File: config.mk
export PLATFORM = sky130hd
export DESIGN_NAME = step_clock_ctrl
export DESIGN_NICKNAME = d
export VERILOG_FILES = /design/src/rtl/clk_ctrl_pkg.sv /design/src/rtl/btn_step_sync.sv /design/src/rtl/step_clock_ctrl.sv
export SDC_FILE = /design/constraint.sdc
export NUM_CORES = 1
export LEC_CHECK = 0
export BUFFER_PORTS_ARGS = -buffer_cell sky130_fd_sc_hd__buf_2
export CORE_MARGIN = 3
export CORE_UTILIZATION = 25
export DETAILED_ROUTE_END_ITERATION = 7
export GPL_TIMING_DRIVEN = 0
export HOLD_SLACK_MARGIN = 0.1
export RECOVER_POWER = 25
export SLEW_MARGIN = 20
export SYNTH_ARGS = -nofsm -noshare
export SYNTH_HDL_FRONTEND = slang
export SYNTH_SLANG_ARGS = --single-unit
File: constraint.sdc
create_clock -name CLK -period 6.28 [get_ports CLK]
set_clock_uncertainty 0.05 [all_clocks]
set_input_delay 0.628 -clock CLK [delete_from_list [all_inputs] [get_ports CLK]]
set_output_delay 0.628 -clock CLK [all_outputs]
set_load 0.005 [all_outputs]
File: src/rtl/clk_ctrl_pkg.sv
// Shared encodings for the step clock controller: MODE input codes, FSM states,
// and the tick counter width.
package clk_ctrl_pkg;

  localparam logic [1:0] MODE_RUN  = 2'b00;
  localparam logic [1:0] MODE_HALT = 2'b01;
  localparam logic [1:0] MODE_STEP = 2'b10;

  localparam int TICK_W = 16;

  typedef enum logic [1:0] {
    ST_HALT = 2'd0,
    ST_RUN  = 2'd1,
    ST_STEP = 2'd2
  } state_e;

  // The unused MODE code 11 behaves as HALT.
  function automatic state_e mode_to_state(input logic [1:0] mode);
    state_e st;
    case (mode)
      MODE_RUN:  st = ST_RUN;
      MODE_STEP: st = ST_STEP;
      default:   st = ST_HALT;
    endcase
    return st;
  endfunction

endpackage

File: src/rtl/btn_step_sync.sv
// Push-button front end: synchroniser chain, rising-edge detect and a lockout
// counter that turns each accepted press into one registered accept pulse.
module btn_step_sync #(
  parameter int SYNC_STAGES = 2,
  parameter int DEB_CYC     = 1_000_000
) (
  input  logic clk_i,
  input  logic rst_i,
  input  logic btn_i,
  output logic accept_pulse_o
);

  localparam int LOCK_W = (DEB_CYC > 1) ? $clog2(DEB_CYC) : 1;
  localparam logic [LOCK_W-1:0] LOCK_RELOAD = LOCK_W'(DEB_CYC - 1);

  logic [SYNC_STAGES-1:0] sync_q;
  logic                   prev_q;
  logic [LOCK_W-1:0]      lock_q, lock_d;
  logic                   accept_q;
  logic                   rise;
  logic                   accept;

  assign rise   = sync_q[SYNC_STAGES-1] & ~prev_q;
  assign accept = rise && (lock_q == '0);

  // Edges arriving while the lockout is non-zero are dropped, not queued.
  always_comb begin
    lock_d = lock_q;
    if (accept) begin
      lock_d = LOCK_RELOAD;
    end else if (lock_q != '0) begin
      lock_d = lock_q - LOCK_W'(1);
    end
  end

  always_ff @(posedge clk_i or posedge rst_i) begin
    if (rst_i) begin
      sync_q   <= '0;
      prev_q   <= 1'b0;
      lock_q   <= '0;
      accept_q <= 1'b0;
    end else begin
      sync_q   <= {sync_q[SYNC_STAGES-2:0], btn_i};
      prev_q   <= sync_q[SYNC_STAGES-1];
      lock_q   <= lock_d;
      accept_q <= accept;
    end
  end

  assign accept_pulse_o = accept_q;

endmodule

File: src/rtl/step_clock_ctrl.sv
// Slow-clock generator with RUN / HALT / STEP modes: power-of-two divider,
// single-step from a debounced button, square-wave SCLK and a tick counter.
module step_clock_ctrl
  import clk_ctrl_pkg::*;
#(
  parameter int CNT_W       = 27,
  parameter int SEL_W       = 4,
  parameter int BASE_DIV    = 2,
  parameter int SYNC_STAGES = 2,
  parameter int DEB_CYC     = 1_000_000
) (
  input  logic              CLK,
  input  logic              RST,
  input  logic [SEL_W-1:0]  RATE_SEL,
  input  logic [1:0]        MODE,
  input  logic              STEP_BTN,
  output logic              SCLK_EN,
  output logic              SCLK,
  output logic [TICK_W-1:0] TICK_CNT,
  output logic              RUNNING
);

  localparam int DW = CNT_W + SEL_W;
  localparam logic [DW-1:0]    D_MAX_W = {{SEL_W{1'b0}}, {CNT_W{1'b1}}};
  localparam logic [CNT_W-1:0] D_MAX   = {CNT_W{1'b1}};

  logic [1:0]        mode_q;
  logic [SEL_W-1:0]  rate_q, rate_prev_q;
  state_e            state_q, state_d;
  logic              running_q;
  logic [CNT_W-1:0]  cnt_q, cnt_d;
  logic              sclk_en_q, sclk_q;
  logic [TICK_W-1:0] tick_cnt_q;

  logic [DW-1:0]     div_wide;
  logic [CNT_W-1:0]  div;
  logic              rate_chg, at_end, run_tick, step_tick, tick, accept;

  btn_step_sync #(
    .SYNC_STAGES(SYNC_STAGES),
    .DEB_CYC    (DEB_CYC)
  ) u_btn (
    .clk_i         (CLK),
    .rst_i         (RST),
    .btn_i         (STEP_BTN),
    .accept_pulse_o(accept)
  );

  // Large selects would shift the base past the working width; those already
  // exceed the counter range, so they saturate along with in-range overflows.
  assign div_wide = DW'(BASE_DIV) << rate_q;
  assign div      = (32'(rate_q) >= 32'(CNT_W) || div_wide > D_MAX_W)
                    ? D_MAX : div_wide[CNT_W-1:0];

  assign state_d   = mode_to_state(mode_q);
  assign rate_chg  = (rate_q != rate_prev_q);
  assign at_end    = (cnt_q >= div - CNT_W'(1));
  assign run_tick  = (state_q == ST_RUN) && at_end && !rate_chg;
  assign step_tick = (state_q == ST_STEP) && accept;
  assign tick      = run_tick | step_tick;

  // Counting only continues while RUN persists; any exit or rate change restarts at 0.
  always_comb begin
    cnt_d = '0;
    if (state_q == ST_RUN && state_d == ST_RUN && !rate_chg && !at_end) begin
      cnt_d = cnt_q + CNT_W'(1);
    end
  end

  always_ff @(posedge CLK or posedge RST) begin
    if (RST) begin
      mode_q      <= MODE_HALT;
      rate_q      <= '0;
      rate_prev_q <= '0;
      state_q     <= ST_HALT;
      running_q   <= 1'b0;
      cnt_q       <= '0;
      sclk_en_q   <= 1'b0;
      sclk_q      <= 1'b0;
      tick_cnt_q  <= '0;
    end else begin
      mode_q      <= MODE;
      rate_q      <= RATE_SEL;
      rate_prev_q <= rate_q;
      state_q     <= state_d;
      running_q   <= (state_d == ST_RUN);
      cnt_q       <= cnt_d;
      sclk_en_q   <= tick;
      if (tick) begin
        sclk_q     <= ~sclk_q;
        tick_cnt_q <= tick_cnt_q + TICK_W'(1);
      end
    end
  end

  assign SCLK_EN  = sclk_en_q;
  assign SCLK     = sclk_q;
  assign TICK_CNT = tick_cnt_q;
  assign RUNNING  = running_q;

endmodule
# Word-level counts from Yosys, hierarchy flattened
# Index checks and enable logic that the tools add are counted.
[totals]
ff_bits = 82
output_inout_bits = 19
wordCells = 47
[op_classes]
addsub = 4
magnitude_cmp = 2
n_eq_ne = 5
shifts = 1
muxes = 5
bitwise_logic = 4
n_reduce_logical = 13
[ops]
columns = ["cell", "n"]
rows = [
  ["27-bit two-way mux", 2],
  ["20-bit two-way mux", 2],
  ["31-bit by 27-bit greater-than comparator with 1-bit output (second input constant)", 1],
  ["2-bit by 4-bit left shift with 31-bit output (first input constant)", 1],
  ["27-bit by 1-bit adder with 27-bit output (second input constant)", 1],
  ["27-bit greater-or-equal comparator", 1],
  ["27-bit by 1-bit subtractor with 27-bit output (second input constant)", 1],
  ["20-bit zero test", 1],
  ["20-bit nonzero test", 1],
  ["20-bit by 1-bit subtractor with 20-bit output (second input constant)", 1],
  ["16-bit by 1-bit adder with 16-bit output (second input constant)", 1],
  ["1-bit logical AND", 7],
  ["2-bit by 1-bit equality test with 1-bit output (second input constant)", 2],
  ["2-bit equality test (second input constant)", 2],
  ["4-bit != test", 1],
  ["2-bit case mux with 2 select lines", 1],
  ["1-bit zero test", 2],
  ["2-bit zero test", 1],
  ["1-bit inverter", 2],
  ["2-bit nonzero test", 1],
  ["1-bit bitwise AND", 1],
  ["1-bit bitwise OR", 1],
]

# Logic depth before layout (Yosys ltp)
# Gate-level depths: netlist of run 1.
[depth]
word_depth = 8
ltp_mapped = 18
depth_no_buf = 16

# Modules after synthesis
# A second synthesis of run 1 with hierarchy kept.
[hier_totals]
cells_unflattened = 445
hier_area_um2 = 4495.6
[modules_own_cells]
columns = ["module", "instances", "cells_per_inst", "area_per_inst_um2", "seq_area_each_um2"]
rows = [
  ["step_clock_ctrl", 1, 336, 3293.2, 1427.6],
  ["btn_step_sync", 1, 109, 1202.4, 600.6],
]

# Worst setup path after synthesis of run 1
# Ideal clock, no wire load.
[synth_path]
path_kind = "flip-flop to flip-flop"
start = "reg rate_q[3]"
end = "reg tick_cnt_q[11] (netlist: TICK_CNT[11])"
arrival_ns = 3.513
t_required_ns = 6.107
setup_slack_ns = 2.594
path_stages_with_launch = 18
path_buffers = 2
path_cell_list = "dfrtp_1 > clkbuf_1 > nor3_1 > nand2_1 > ha_1 > inv_1 > nand2_1 > mux2i_1 > a32oi_1 > ha_1 > nand4_1 > a2111o_1 > o2111ai_1 > a221oi_1 > o21ai_2 > buf_2 > nand4_1 > xnor2_1"
[synth_between]
elab_chain_len = 8
[synth_rtl]
columns = ["item", "line_no", "rtl"]
rows = [
  ["start, declared", "step_clock_ctrl.sv:28", "logic [SEL_W-1:0] rate_q, rate_prev_q;"],
  ["start signal, assigned", "step_clock_ctrl.sv:73", "rate_q <= '0;"],
  ["start signal, assigned", "step_clock_ctrl.sv:83", "rate_q <= RATE_SEL;"],
  ["2-bit by 4-bit left shift with 31-bit output", "step_clock_ctrl.sv:51", "assign div_wide = DW'(BASE_DIV) << rate_q;"],
  ["31-bit by 27-bit greater-than comparator with 1-bit output", "step_clock_ctrl.sv:52", "assign div = (32'(rate_q) >= 32'(CNT_W) || div_wide > D_MAX_W)"],
  ["27-bit two-way mux", "step_clock_ctrl.sv:53", "? D_MAX : div_wide[CNT_W-1:0];"],
  ["27-bit by 1-bit subtractor with 27-bit output", "step_clock_ctrl.sv:57", "assign at_end = (cnt_q >= div - CNT_W'(1));"],
  ["27-bit greater-or-equal comparator", "step_clock_ctrl.sv:57", ""],
  ["1-bit logical AND", "step_clock_ctrl.sv:58", "assign run_tick = (state_q == ST_RUN) && at_end && !rate_chg;"],
  ["1-bit logical AND (*)", "step_clock_ctrl.sv:58", ""],
  ["1-bit bitwise OR (*)", "step_clock_ctrl.sv:60", "assign tick = run_tick | step_tick;"],
  ["named net tick", "step_clock_ctrl.sv:37", "logic rate_chg, at_end, run_tick, step_tick, tick, accept;"],
  ["end signal, assigned", "step_clock_ctrl.sv:91", "tick_cnt_q <= tick_cnt_q + TICK_W'(1);"],
  ["end, declared", "step_clock_ctrl.sv:33", "logic [TICK_W-1:0] tick_cnt_q;"],
]
# The timed path passes the listed nets; every way through them passes the cells marked *.
# A chain may end at the register's enable or synchronous reset.

# Worst setup path in the final report of run 1
[layout_path]
start = "reg rate_q[3]"
end = "reg tick_cnt_q[15] (netlist: TICK_CNT[15])"
# The elaborated chain is that of the path after synthesis.

==> flow_metrics.tcl, run 1 <==
set metrics [dict create \
    status "finished, violations left" \
    failed_checks "capacitance limit, slew limit" \
    slew_headroom -0.265 \
    synth.most_common_cell "dfrtp_1" \
    synth_flop_cell "dfrtp_1" \
    fin_crit_sh 0.756 \
    htreeDepth 3 \
    die_w_um 137 \
    placed_cells 682 \
    antenna_found_initial 0 \
    finalSetupViolations 0 \
    dieArea_um2 18700 \
    power_density_nw_per_um2 265 \
    first_iter_violations 126 \
    synthSimpleGateAreaFrac 0.213 \
    fin_cells 698 \
    tritoncts "done" \
    yosysUniqueCellTypes 56 \
    synth.avg_cell_area_um2 9.98 \
    clock_sinks 81 \
    rsz0062_at_grt "false" \
    tns_ps 0 \
    cts_root_buf "clkbuf_16" \
    drt-wirelength-per-cell_um 12.1 \
    start_kind "register" \
    grt_pass1_wl_um 14700 \
    ys_async_sr_fraction 1.00 \
    multi_input_area_um2 2180 \
    fp-row-count 47 \
    grt_pass1_vias 3187 \
    dpl.hpwl_um 6250 \
    synth-edff-count 0 \
    synthCells 429 \
    clk_path_buf_depth 2 \
    seqCellArea_um2 2030 \
    gp_congestion 0.853 \
    worst_skew_pair.late_latency_ps 340 \
    synth-xor-area-share 0.104 \
    worst_slew_pin_slew_ps 1890 \
    vias 3247 \
    grt_usage 0.0946 \
    synthMuxAreaShare 0.00993 \
    cp-end-kind "register" \
    post_cts_resized 0 \
    synthTopCellsByCount "dfrtp_1, nor2_1, nand2_1, ha_1, xnor2_1" \
    yosys.area.top_type "dfrtp_1" \
    p_leak_nw 2.21 \
    min_path_type "register to register" \
    grt_max_degree 44 \
    first_pass_iters 4 \
    cp.arrival_ps 4920 \
    synth_top_family_by_area "simple AND/OR/NAND/NOR gates" \
    n_antenna_cell 0 \
    io_pins 28 \
    netlist.area_leader.share 0.467 \
    fill_cells 1783 \
    yosys.area_share.adder 0.0876 \
    clk_pin_slew_worst_paths_ps 60 \
    cts_setup_buffers 0 \
    max_freq_mhz 211 \
    start_util 0.256 \
    wirelength_um 8480 \
    viasPerCell 4.65 \
    synth_compound_area_frac 0.0888 \
    nNetsFinal 512 \
    peakVddDrop_mv 0.145 \
    area_delta_synth_final_pct 17.6 \
    ys_warn_count 0 \
    drc 0 \
    port_buffers 27 \
    path_class "register to register" \
    worst-path-max-fanout 10 \
    synth_area_leaders "dfrtp_1, ha_1, xnor2_1, xor2_1, nor2_1" \
    ant_nets 0 \
    cts-buffers-inserted 9 \
    yosysSeqAreaShare 0.474 \
    cap_violations 1 \
    hold_viol_final 0 \
    final.min_clock_period_ps 4740 \
    timing.hold.ws_ps 306 \
    gr-total-overflow 0 \
    syn-cell-area_um2 4280 \
    coreArea_um2 16700 \
    die_y_um 137 \
    required_ps 6460 \
    layout-drive-gt1-share 0.121 \
    slew_violations 43 \
    ys_ff_latch 81 \
    postCtsHoldBufs 0 \
]
per-stage QoR:
| step | area, µm² | power, W | utilization | setup slack, ps |
|---|---|---|---|---|
| after CTS | 5040 | 0.00135 | 0.302 | 1600 |
| after global placement | 4710 | 0.000802 | 0.282 | 1720 |
| final | 5040 | 0.00133 | 0.302 | 1540 |
| after global routing | 5040 | 0.00140 | 0.302 | 1160 |
| after detailed placement | 4730 | 0.000814 | 0.283 | 1610 |
| after floorplan | 4300 | 0.000768 | - | 2590 |
layout make-up:
cell class | instances | area share
Multi-Input combinational cell | 328 | 0.432
Sequential cell | 81 | 0.403
Tap cell | 220 | 0.0546
Clock buffer | 9 | 0.0447
Timing Repair Buffer | 28 | 0.0308
Clock inverter | 7 | 0.0159
Inverter | 15 | 0.0114
Buffer | 10 | 0.00770
where the power goes:
part	internal, W	total (W)	leakage [nW]	switching (W)
Clock	0.000312	0.000530	0.148	0.000218
Combinational	0.0000756	0.000168	1.01	0.0000926
Sequential	0.000575	0.000635	1.05	0.0000600
Total	0.000963	0.00133	2.21	0.000371
worst max-delay path, stage by stage, from the launching register on:
cell,delay (ps)
dfrtp_1,380
clkbuf_1,180
nor3_1,720
nand2_1,180
ha_1,260
inv_1,160
nand2_1,180
mux2i_1,170
a32oi_1,80
ha_1,330
nand4_1,150
a2111o_1,410
o2111ai_1,120
a221oi_1,190
o21ai_2,390
buf_2,340
nand4_1,170
xnor2_1,150
layer usage:
metal / vias up / routed length (µm) / GRT usage
li1: 1601 / - / -
met1: 1590 / 4160 / 0.128
met2: 42 / 3880 / 0.148
met3: 14 / 279 / 0.0202
met4: 0 / 160 / 0.0371
met5: - / 0 / 0
path summary, 6_finish.rpt:
kind	cells past startpoint	startpoint	end	slack, ps
worst max-delay path	17	rate_q[3]	TICK_CNT[15]	1540
worst max register to register	17	rate_q[3]	TICK_CNT[15]	1540
min in group asynchronous	2	RST	rate_prev_q[0]	720
max in group asynchronous	3	RST	mode_q[0]	4550
worst min register to register	0	u_btn.sync_q[0]	u_btn.sync_q[1]	310
worst min-delay path	0	u_btn.sync_q[0]	u_btn.sync_q[1]	310
sequential cells by signal, summed over array words and instances, names as in the netlist:
| register | flops |
|---|---|
| u_btn.prev_q | 1 |
| cnt_q | 27 |
| rate_prev_q | 4 |
| SCLK | 1 |
| u_btn.accept_pulse_o | 1 |
| mode_q | 2 |
| state_q | 1 |
| u_btn.sync_q | 2 |
| u_btn.lock_q | 20 |
| TICK_CNT | 16 |
| rate_q | 4 |
| RUNNING | 1 |
| SCLK_EN | 1 |
cells in the final DEF (no fill, tap or decap), types with 2 or more instances in the layout:
cell type / n
or4_4: 3
a21o_1: 2
o22ai_1: 2
conb_1: 6
inv_1: 13
o211ai_1: 2
nor3_1: 16
nor2_1: 52
nand3_1: 17
xor2_1: 23
clkinv_4: 3
mux2i_1: 2
o21a_1: 3
buf_2: 28
nand2b_1: 3
dfrtp_1: 80
o31ai_1: 3
clkbuf_1: 9
and2_1: 2
xnor2_1: 28
and4_1: 3
a21oi_1: 25
nand4_1: 20
ha_1: 30
and3_1: 12
nor2b_1: 3
nand2_1: 36
o21ai_0: 7
o21ai_1: 2
clkbuf_16: 9
kinds of logic (layout without fill, tap and decap cells):
logic type / after synthesis / count (layout)
and+or+nand+nor: 177 / 177
DFF: 81 / 81
AOI/OAI and AO/OA: 60 / 60
xor gates and xnor gates: 51 / 51
adders and majority gates: 30 / 30
buffers and inverters: 25 / 69
muxes: 4 / 4
other: 1 / 6
(Power assumes the default switching activity.)
==> run 2, diff against run 1 <==
clock period = 4 ns   (was 6.28 ns; I/O delays follow)
==> run 2 against run 1 <==
  * The run still ends with capacitance limit, slew limit left
  * Global-route usage rose by 0.062 points
  * Critical path depth fell by 1
  * Hold slack got worse by 190 ps
  * Register-to-register slack got worse by 1200 ps
  * Non-clock buffer count rose by 6
  * Via count rose by 0.55%
  * Sequential share of layout area fell by 0.81 points
  * Cell area rose by 2.1%
  * Clock power rose by 57%
==> flow_metrics.tcl, run 2 (synthesized netlist as in run 1, its figures left out) <==
set metrics [dict create \
    status "finished, violations left" \
    failed_checks "capacitance limit, slew limit" \
    path_class "register to register" \
    first_pass_iters 4 \
    nNetsFinal 518 \
    antenna_found_initial 0 \
    die_w_um 137 \
    tritoncts "done" \
    htreeDepth 3 \
    p_leak_nw 2.25 \
    worst_skew_pair.late_latency_ps 340 \
    cap_violations 1 \
    grt_pass1_vias 3196 \
    hold_depth 1 \
    ant_nets 0 \
    fp-row-count 47 \
    design_area_um2 5140 \
    worst-path-max-fanout 10 \
    dieArea_um2 18700 \
    n_antenna_cell 0 \
    power_density_nw_per_um2 408 \
    hold_viol_final 0 \
    seqPwrFrac 0.477 \
    cp-end-kind "register" \
    drt-wirelength-per-cell_um 12.0 \
    grt_pass1_wl_um 14800 \
    gp_congestion 0.853 \
    vias 3265 \
    min_to "rate_q[3]" \
    max_freq_mhz 273 \
    rsz0062_at_grt "false" \
    p_int_w 0.00151 \
    peakVddDrop_mv 0.227 \
    reg2reg_slack_ps 340 \
    cp.arrival_ps 3840 \
    top_register "cnt_q" \
    pwr-share-comb 0.127 \
    start_util 0.256 \
    slew_violations 43 \
    fin_cells 704 \
    final.min_clock_period_ps 3660 \
    largest_reg_flops 27 \
    p_sw_w 0.000582 \
    placed_cells 682 \
    finalSetupViolations 0 \
    start_kind "register" \
    io_pins 28 \
    worst_slew_pin_slew_ps 1890 \
    coreArea_um2 16700 \
    cts-buffers-inserted 9 \
    final_common_cell "dfrtp_1" \
    area_delta_synth_final_pct 20.1 \
    dpl.hpwl_um 6250 \
    final_cell_mix "dfrtp_1, nor2_1, nand2_1" \
    grt_max_degree 44 \
    placedInstanceArea_um2 4730 \
    viasPerCell 4.64 \
    drc 0 \
    layout-drive-gt1-share 0.145 \
    port_buffers 27 \
    cts_root_buf "clkbuf_16" \
    clock_sinks 81 \
    hp-start "RATE_SEL[3]" \
    fin_crit_sh 0.916 \
    min_path_type "primary input to register" \
    swShare 0.278 \
    pwr-share-clk 0.396 \
    gr-total-overflow 0 \
    wirelength_um 8470 \
    grt_usage 0.0952 \
    die_y_um 137 \
    first_iter_violations 118 \
    clk_pin_slew_worst_paths_ps 60 \
    r2r_cells 16 \
    total_power_w 0.00210 \
    rr_endpoint "TICK_CNT[15]" \
    slew_headroom -0.264 \
    required_ps 4180 \
    rr_startpoint "rate_q[3]" \
    timing.hold.ws_ps 114 \
    clk_path_buf_depth 2 \
    final_core_util 0.308 \
]
[run 2: changes by cell type in the layout (fill, tap and decap cells not counted), sizes merged]
cell / delta
buf: +4
dlygate4sd3: +3
clkbuf: -1
[run 2: how the worst max path moves through the flow]
| stage | from | endpoint |
|---|---|---|
| final | rate_q[3] | TICK_CNT[15] |
| after global routing | rate_q[3] | TICK_CNT[15] |
| after CTS | rate_q[3] | TICK_CNT[15] |
| after detailed placement | rate_q[3] | cnt_q[22] |
| after global placement | rate_q[3] | cnt_q[8] |
| after floorplan | rate_q[3] | TICK_CNT[11] |
[run 2: what timing repair did]
action | 4_1_cts | 5_1_grt
pin swaps | 2 | 1
endpoints found under the setup margin | 45 | 39
gates resized for setup | 8 | 5
buffers inserted | 1 | 3
hold buffers | 3 | 0
endpoints found under the hold margin | 44 | 0
[run 2: area by class of cell]
| class | count | area (µm²) |
|---|---|---|
| Fill cell | 1765 | 11600 |
| Multi-Input combinational cell | 328 | 2220 |
| Sequential cell | 81 | 2030 |
| Tap cell | 220 | 275 |
| Clock buffer | 9 | 225 |
| Timing Repair Buffer | 35 | 215 |
| Clock inverter | 7 | 80.1 |
| Inverter | 15 | 57.6 |
| Buffer | 9 | 41.3 |
[run 2: worst max-delay path, cell delays in order (launching register included)]
cell       delay (ps)
dfrtp_1           490
nor3_4            230
nand2_1           100
ha_1              230
inv_2             120
nand2_2           110
o21ai_0           160
a31oi_1           120
ha_1              300
nand4_1           130
a2111o_1          420
o2111ai_1         190
a221oi_4          160
o21ai_4           210
buf_4             210
nand4_1           140
xnor2_1           150
[run 2: metal layers]
| metal | up-vias | part of all wire | GRT usage |
|---|---|---|---|
| met5 | - | 0 | 0 |
| met4 | 0 | 0.018 | 0.0360 |
| met3 | 14 | 0.027 | 0.0199 |
| met2 | 35 | 0.46 | 0.150 |
| met1 | 1606 | 0.49 | 0.129 |
| li1 | 1610 | - | - |
[run 2: power by group through the flow]
stage	Combinational [W]	Clock, W	Sequential, W
CTS	0.000272	0.000856	0.000997
floorplan	0.000215	0	0.000991
finish	0.000267	0.000830	0.000999
global route	0.000309	0.000886	0.00102
detailed placement	0.000266	0	0.00101
global placement	0.000254	0	0.00101
[run 2: through the flow]
stage	TNS [ps]	setup WS, ps
after floorplan	0	314
final	0	338
after CTS	0	66.5
after global placement	-19490	-561
after global routing	0	57.2
after detailed placement	-23450	-665
